## config.mk

```make
export PLATFORM = sky130hd
export DESIGN_NAME = exc_redirect_ctrl
export DESIGN_NICKNAME = d
export VERILOG_FILES = /design/src/rtl/cp0_pkg.sv /design/src/rtl/cp0_regfile.sv /design/src/rtl/exc_redirect_ctrl.sv
export SDC_FILE = /design/constraint.sdc
export NUM_CORES = 1
export LEC_CHECK = 0
export BUFFER_PORTS_ARGS = -buffer_cell sky130_fd_sc_hd__buf_2
export CELL_PAD_IN_SITES_DETAIL_PLACEMENT = 1
export CELL_PAD_IN_SITES_GLOBAL_PLACEMENT = 2
export CORE_UTILIZATION = 25
export DETAILED_ROUTE_END_ITERATION = 16
export PLACE_DENSITY_LB_ADDON = 0.05
export RECOVER_POWER = 50
export SLEW_MARGIN = 20
export SYNTH_ARGS = -nofsm -noshare
export SYNTH_HDL_FRONTEND = slang
export SYNTH_SLANG_ARGS = --single-unit
```

## constraint.sdc

```tcl
create_clock -name clk -period 3.6 [get_ports clk]
set_input_delay 0.18 -clock clk [delete_from_list [all_inputs] [get_ports clk]]
set_output_delay 0.18 -clock clk [all_outputs]
set_load 0.05 [all_outputs]
```

## src/rtl/cp0_pkg.sv

```systemverilog
// CP0 register map, field positions and exception codes shared by the
// exception sequencer and its register file.
package cp0_pkg;

  localparam logic [4:0] CP0_SR    = 5'd12;
  localparam logic [4:0] CP0_CAUSE = 5'd13;
  localparam logic [4:0] CP0_EPC   = 5'd14;
  localparam logic [4:0] CP0_PRID  = 5'd15;

  localparam int SR_IE        = 0;
  localparam int SR_EXL       = 1;
  localparam int SR_IM_LO     = 10;
  localparam int SR_IM_HI     = 15;
  localparam int CAUSE_EXC_LO = 2;
  localparam int CAUSE_EXC_HI = 6;
  localparam int CAUSE_IP_LO  = 10;
  localparam int CAUSE_IP_HI  = 15;
  localparam int CAUSE_BD     = 31;

  localparam logic [4:0] EXC_INT  = 5'd0;
  localparam logic [4:0] EXC_ADEL = 5'd4;
  localparam logic [4:0] EXC_ADES = 5'd5;
  localparam logic [4:0] EXC_RI   = 5'd10;
  localparam logic [4:0] EXC_OV   = 5'd12;

  localparam logic [31:0] HANDLER_ADDR = 32'h0000_4180;

  typedef enum logic {
    ST_RUN     = 1'b0,
    ST_HANDLER = 1'b1
  } exc_state_e;

  function automatic logic [31:0] align_pc(
    input logic [31:0] pc
  );
    return {pc[31:2], 2'b00};
  endfunction

endpackage

```

## src/rtl/cp0_regfile.sv

```systemverilog
// CP0 storage (SR mask/enable, Cause, EPC, PRId), mtc0 write priority
// and the combinational mfc0 read mux. EXL lives in the sequencer FSM.
module cp0_regfile
  import cp0_pkg::*;
#(
  parameter logic [31:0] PRID_VAL = 32'h2017_1207
) (
  input  logic        clk,
  input  logic        reset,
  input  logic        we,
  input  logic [4:0]  addr,
  input  logic [31:0] wdata,
  input  logic        exc_take,
  input  logic [4:0]  exc_code,
  input  logic        exc_bd,
  input  logic [31:0] exc_epc,
  input  logic [5:0]  hw_int,
  input  logic        exl,
  output logic [31:0] rdata,
  output logic [5:0]  im,
  output logic        ie,
  output logic [31:0] epc
);

  logic [5:0]  im_q;
  logic        ie_q;
  logic        bd_q;
  logic [5:0]  ip_q;
  logic [4:0]  code_q;
  logic [31:0] epc_q;
  logic [31:0] sr_val;
  logic [31:0] cause_val;

  always_ff @(posedge clk) begin
    if (reset) begin
      im_q   <= '0;
      ie_q   <= 1'b0;
      bd_q   <= 1'b0;
      ip_q   <= '0;
      code_q <= '0;
      epc_q  <= '0;
    end else begin
      ip_q <= hw_int;
      // an exception entry swallows a same-cycle mtc0
      if (exc_take) begin
        code_q <= exc_code;
        bd_q   <= exc_bd;
        epc_q  <= align_pc(exc_epc);
      end else if (we) begin
        if (addr == CP0_SR) begin
          im_q <= wdata[SR_IM_HI:SR_IM_LO];
          ie_q <= wdata[SR_IE];
        end
        if (addr == CP0_EPC) begin
          epc_q <= align_pc(wdata);
        end
      end
    end
  end

  assign sr_val = {16'b0, im_q, 8'b0, exl, ie_q};

  assign cause_val = {bd_q, 15'b0, ip_q, 3'b0,
                      code_q, 2'b0};

  always_comb begin
    rdata = '0;
    unique case (1'b1)
      (addr == CP0_SR):    rdata = sr_val;
      (addr == CP0_CAUSE): rdata = cause_val;
      (addr == CP0_EPC):   rdata = epc_q;
      (addr == CP0_PRID):  rdata = PRID_VAL;
      default:             rdata = '0;
    endcase
  end

  assign im  = im_q;
  assign ie  = ie_q;
  assign epc = epc_q;

endmodule

```

## src/rtl/exc_redirect_ctrl.sv

```systemverilog
// Exception/interrupt sequencer: RUN/HANDLER FSM and fetch redirects.
// Define EXC_BD_EN to record Cause.BD and rewind EPC over a branch.
module exc_redirect_ctrl
  import cp0_pkg::*;
#(
  parameter logic [31:0] HANDLER_PC = 32'h0000_4180,
  parameter logic [31:0] PRID_VAL   = 32'h2017_1207
) (
  input  logic        clk,
  input  logic        reset,
  input  logic [5:0]  HWInt,
  input  logic [4:0]  ExcCode_in,
  input  logic [31:0] ExcPC,
  input  logic        BD_in,
  input  logic        eret,
  input  logic        we,
  input  logic [4:0]  addr,
  input  logic [31:0] wdata,
  output logic [31:0] rdata,
  output logic        IntReq,
  output logic        EXLClr,
  output logic [31:0] EPC,
  output logic        Flush
);

  exc_state_e  state;
  logic        exl;
  logic [5:0]  im;
  logic        ie;
  logic        int_hit;
  logic        exc_hit;
  logic [4:0]  exc_code;
  logic        exc_bd;
  logic [31:0] exc_epc;
  logic [31:0] unused_handler;

  assign unused_handler = HANDLER_PC;

  assign exl     = (state == ST_HANDLER);
  assign int_hit = ie & (|(HWInt & im));
  assign exc_hit = |ExcCode_in;
  assign IntReq  = ~exl & (int_hit | exc_hit);
  assign EXLClr  = eret;
  assign Flush   = IntReq | EXLClr;

  assign exc_code = int_hit ? EXC_INT : ExcCode_in;

`ifdef EXC_BD_EN
  assign exc_bd  = BD_in;
  assign exc_epc = BD_in ? (ExcPC - 32'd4) : ExcPC;
`else
  logic unused_bd;
  assign unused_bd = BD_in;
  assign exc_bd    = 1'b0;
  assign exc_epc   = ExcPC;
`endif

  always_ff @(posedge clk) begin
    if (reset) begin
      state <= ST_RUN;
    end else if (IntReq) begin
      state <= ST_HANDLER;
    end else if (eret) begin
      state <= ST_RUN;
    end else if (we && addr == CP0_SR) begin
      state <= wdata[SR_EXL] ? ST_HANDLER : ST_RUN;
    end
  end

  cp0_regfile #(
    .PRID_VAL (PRID_VAL)
  ) u_regs (
    .clk      (clk),
    .reset    (reset),
    .we       (we),
    .addr     (addr),
    .wdata    (wdata),
    .exc_take (IntReq),
    .exc_code (exc_code),
    .exc_bd   (exc_bd),
    .exc_epc  (exc_epc),
    .hw_int   (HWInt),
    .exl      (exl),
    .rdata    (rdata),
    .im       (im),
    .ie       (ie),
    .epc      (EPC)
  );

endmodule
```

==> results.toml <==
[timing]
fin_crit_sh_pct = 75.5
skew_ns = 0.00656
period_minus_slack_ns = 2.72
hold_viol_final = 0
drv_slew = 0
finalSetupViolCount = 0
tightest_slew_ns = 1.12
max_freq_mhz = 368
finalSetupTns_ns = 0
rsz0062_at_grt = "false"
maxSlewHeadroom_pct = 25.5

[setup_path]
worst-setup-path-type = "in -> out"
worstSetupEndpointType = "primary output"
critPathLaunchType = "primary input"
cp.required_ns = 3.42
cp_max_fo = 23
arrival_ns = 2.54

[cells_and_area]
seq_area_sq_um = 981
multiInputGateArea_sq_mm = 0.00144
antennaDiodeCount = 0
nNetsFinal = 512
final_cells = 564
fillCellCount = 1320
syn2layout_area_growth_pct = 28.4
drive_gt1_share_pct = 28.0

[clock_network]
cts_buffer_depth = 2
cts_sinks = 49
cts_resized = 0
cts-root-buf = "clkbuf_8"
cts_setup_buffers = 0
htree_levels = 2
cts_inserted_buffers = 5
insertion_delay_ns = 0.30
cts.clk_slew.worst_paths_ns = 0.09
cts_tree = "built"
hold_buffers = 0

[global_route]
grt_pass1_wl_microns = 15200
grt_start_max_net_pins = 39
overflow = 0
grt_pass1_vias = 2712
grtUsageTotal_pct = 17.6
antenna_found_initial = 0

[worst_hold_path]
hold_path.class = "in -> reg"

[detailed_routing]
drt_pass1_iterations = 4
drc = 0
vias_per_cell = 4.80
post_drt_wl_per_cell_microns = 17.3
ant_nets = 0
vias = 2708
drt-initial-drc-count = 63
wirelength_microns = 9780

[synth]
async_flop_share_pct = 0
ys_seq_area_share_pct = 37.0
ys_dominant_reg_cell = "dfxtp_1"
ys_seq_elements = 49
synth_warnings = 0
yosysUniqueCellTypes = 35
syn_inst = 299
synth_edf_count = 0
synth_area_per_cell_sq_um = 8.87
netlist_area_sq_mm = 0.00265

[die]
start_util_pct = 25.7
rows = 37
die_y_microns = 105
core-area_sq_mm = 0.0103
die_w_microns = 105
dieArea_sq_mm = 0.0110
ios = 152

[pwr]
power.leakage_nw = 1.39
ir_drop_uv = 156
powerDensity_mw_per_mm2 = 384

[placed_design]
io_buffers = 146
place_inst = 556
place_congestion = 0.692
hpwl_microns = 6720

[job]
cap_violations = 0

[run_status]
status = "completed"
==> per-stage QoR <==
stage	cell area, sq um	power [W]	hold WS [ns]	utilization, %	setup slack (ns)
2_1_floorplan	2660	0.000885	0.306	-	1.43
3_3_place_gp	3390	0.00100	0.414	32.8	1.13
3_5_place_dp	3390	0.00100	0.416	32.8	1.12
4_1_cts	3470	0.00134	0.0970	33.6	1.34
5_1_grt	3400	0.00137	0.122	33.0	0.630
6_report	3400	0.00131	0.105	33.0	0.882
==> Yosys cell counts (2+ instances only) <==
master / instances / area share [%]
mux2i_1: 42 / 16
a22o_1: 3 / 0.99
nand2_1: 19 / 2.7
nor2b_1: 8 / 1.9
clkbuf_1: 13 / 1.8
nand4_1: 3 / 0.71
buf_12: 2 / 1.5
a21oi_1: 39 / 7.4
o21ai_1: 2 / 0.38
a22oi_1: 4 / 1.1
buf_6: 4 / 1.7
nand3_1: 2 / 0.38
a211oi_1: 32 / 9.1
buf_4: 7 / 2.0
a32o_1: 3 / 1.1
and3_2: 4 / 1.1
dfxtp_1: 49 / 37
inv_1: 4 / 0.57
buf_2: 5 / 0.94
and3_1: 13 / 3.1
nor2_1: 27 / 3.8
==> placed cells by master, fill, tap and decap left out, drive strengths merged, types with 4 or more instances in the layout <==
cell type / n
nor2: 27
dfxtp: 49
and3: 17
a21oi: 39
nand2: 19
buf: 105
a211oi: 32
a22oi: 4
o21ai: 4
mux2i: 42
inv: 4
nor2b: 9
clkbuf: 55
==> power breakdown <==
part           total [W]  internal, W  leakage (nW)  switching, W
clock           0.000328     0.000139        0.0395      0.000189
sequential      0.000611     0.000583         0.406     0.0000278
combinational   0.000368     0.000103         0.949      0.000265
total            0.00131     0.000824          1.39      0.000482
==> logic make-up (layout without fill, tap and decap cells) <==
| group | after synthesis | count (layout) | share of synthesized area, % |
|---|---|---|---|
| buffers and inverters | 36 | 164 | 9.11 |
| muxes | 42 | 42 | 15.9 |
| other | 1 | 2 | 0.141 |
| and+or+nand+nor | 82 | 82 | 15.5 |
| AOI/OAI and AO/OA | 89 | 89 | 22.4 |
| DFF | 49 | 49 | 37.0 |
==> critical path, stage by stage <==
cell and delay [ns]:
clkbuf_1 0.49, nor2b_1 0.23, clkbuf_1 0.85, and3_2 0.31, clkbuf_1 0.47
==> final timing paths <==
check / startpoint / to / slack, ns / depth (start not counted)
max reg2reg: u_regs.im[0] / u_regs.im[3] / 1.43 / 5
min: ExcCode_in[0] / u_regs.code_q[0] / 0.10 / 2
max: addr[1] / rdata[19] / 0.88 / 5
min reg2reg: u_regs.code_q[2] / u_regs.code_q[2] / 0.47 / 2
==> sequential cells by signal, summed over array words and instances, names as in the netlist <==
name / count
u_regs.ip_q: 6
u_regs.im: 6
exl: 1
u_regs.code_q: 5
u_regs.ie: 1
u_regs.epc: 30
==> metal layers <==
layer	GRT usage [%]	routed length, microns
met5	0	0
met1	22.8	4560
met3	2.62	435
met4	3.32	37
met2	30.9	4750
==> cell type report <==
| class | instances | share of cell area, % |
|---|---|---|
| timing repair buffer | 152 | 21.0 |
| clock buffer | 8 | 2.35 |
| inverter | 4 | 0.441 |
| multi-input combinational | 215 | 42.4 |
| sequential | 49 | 28.8 |
| tap | 136 | 5.00 |
Note: power is estimated with default switching activity, not from simulation.
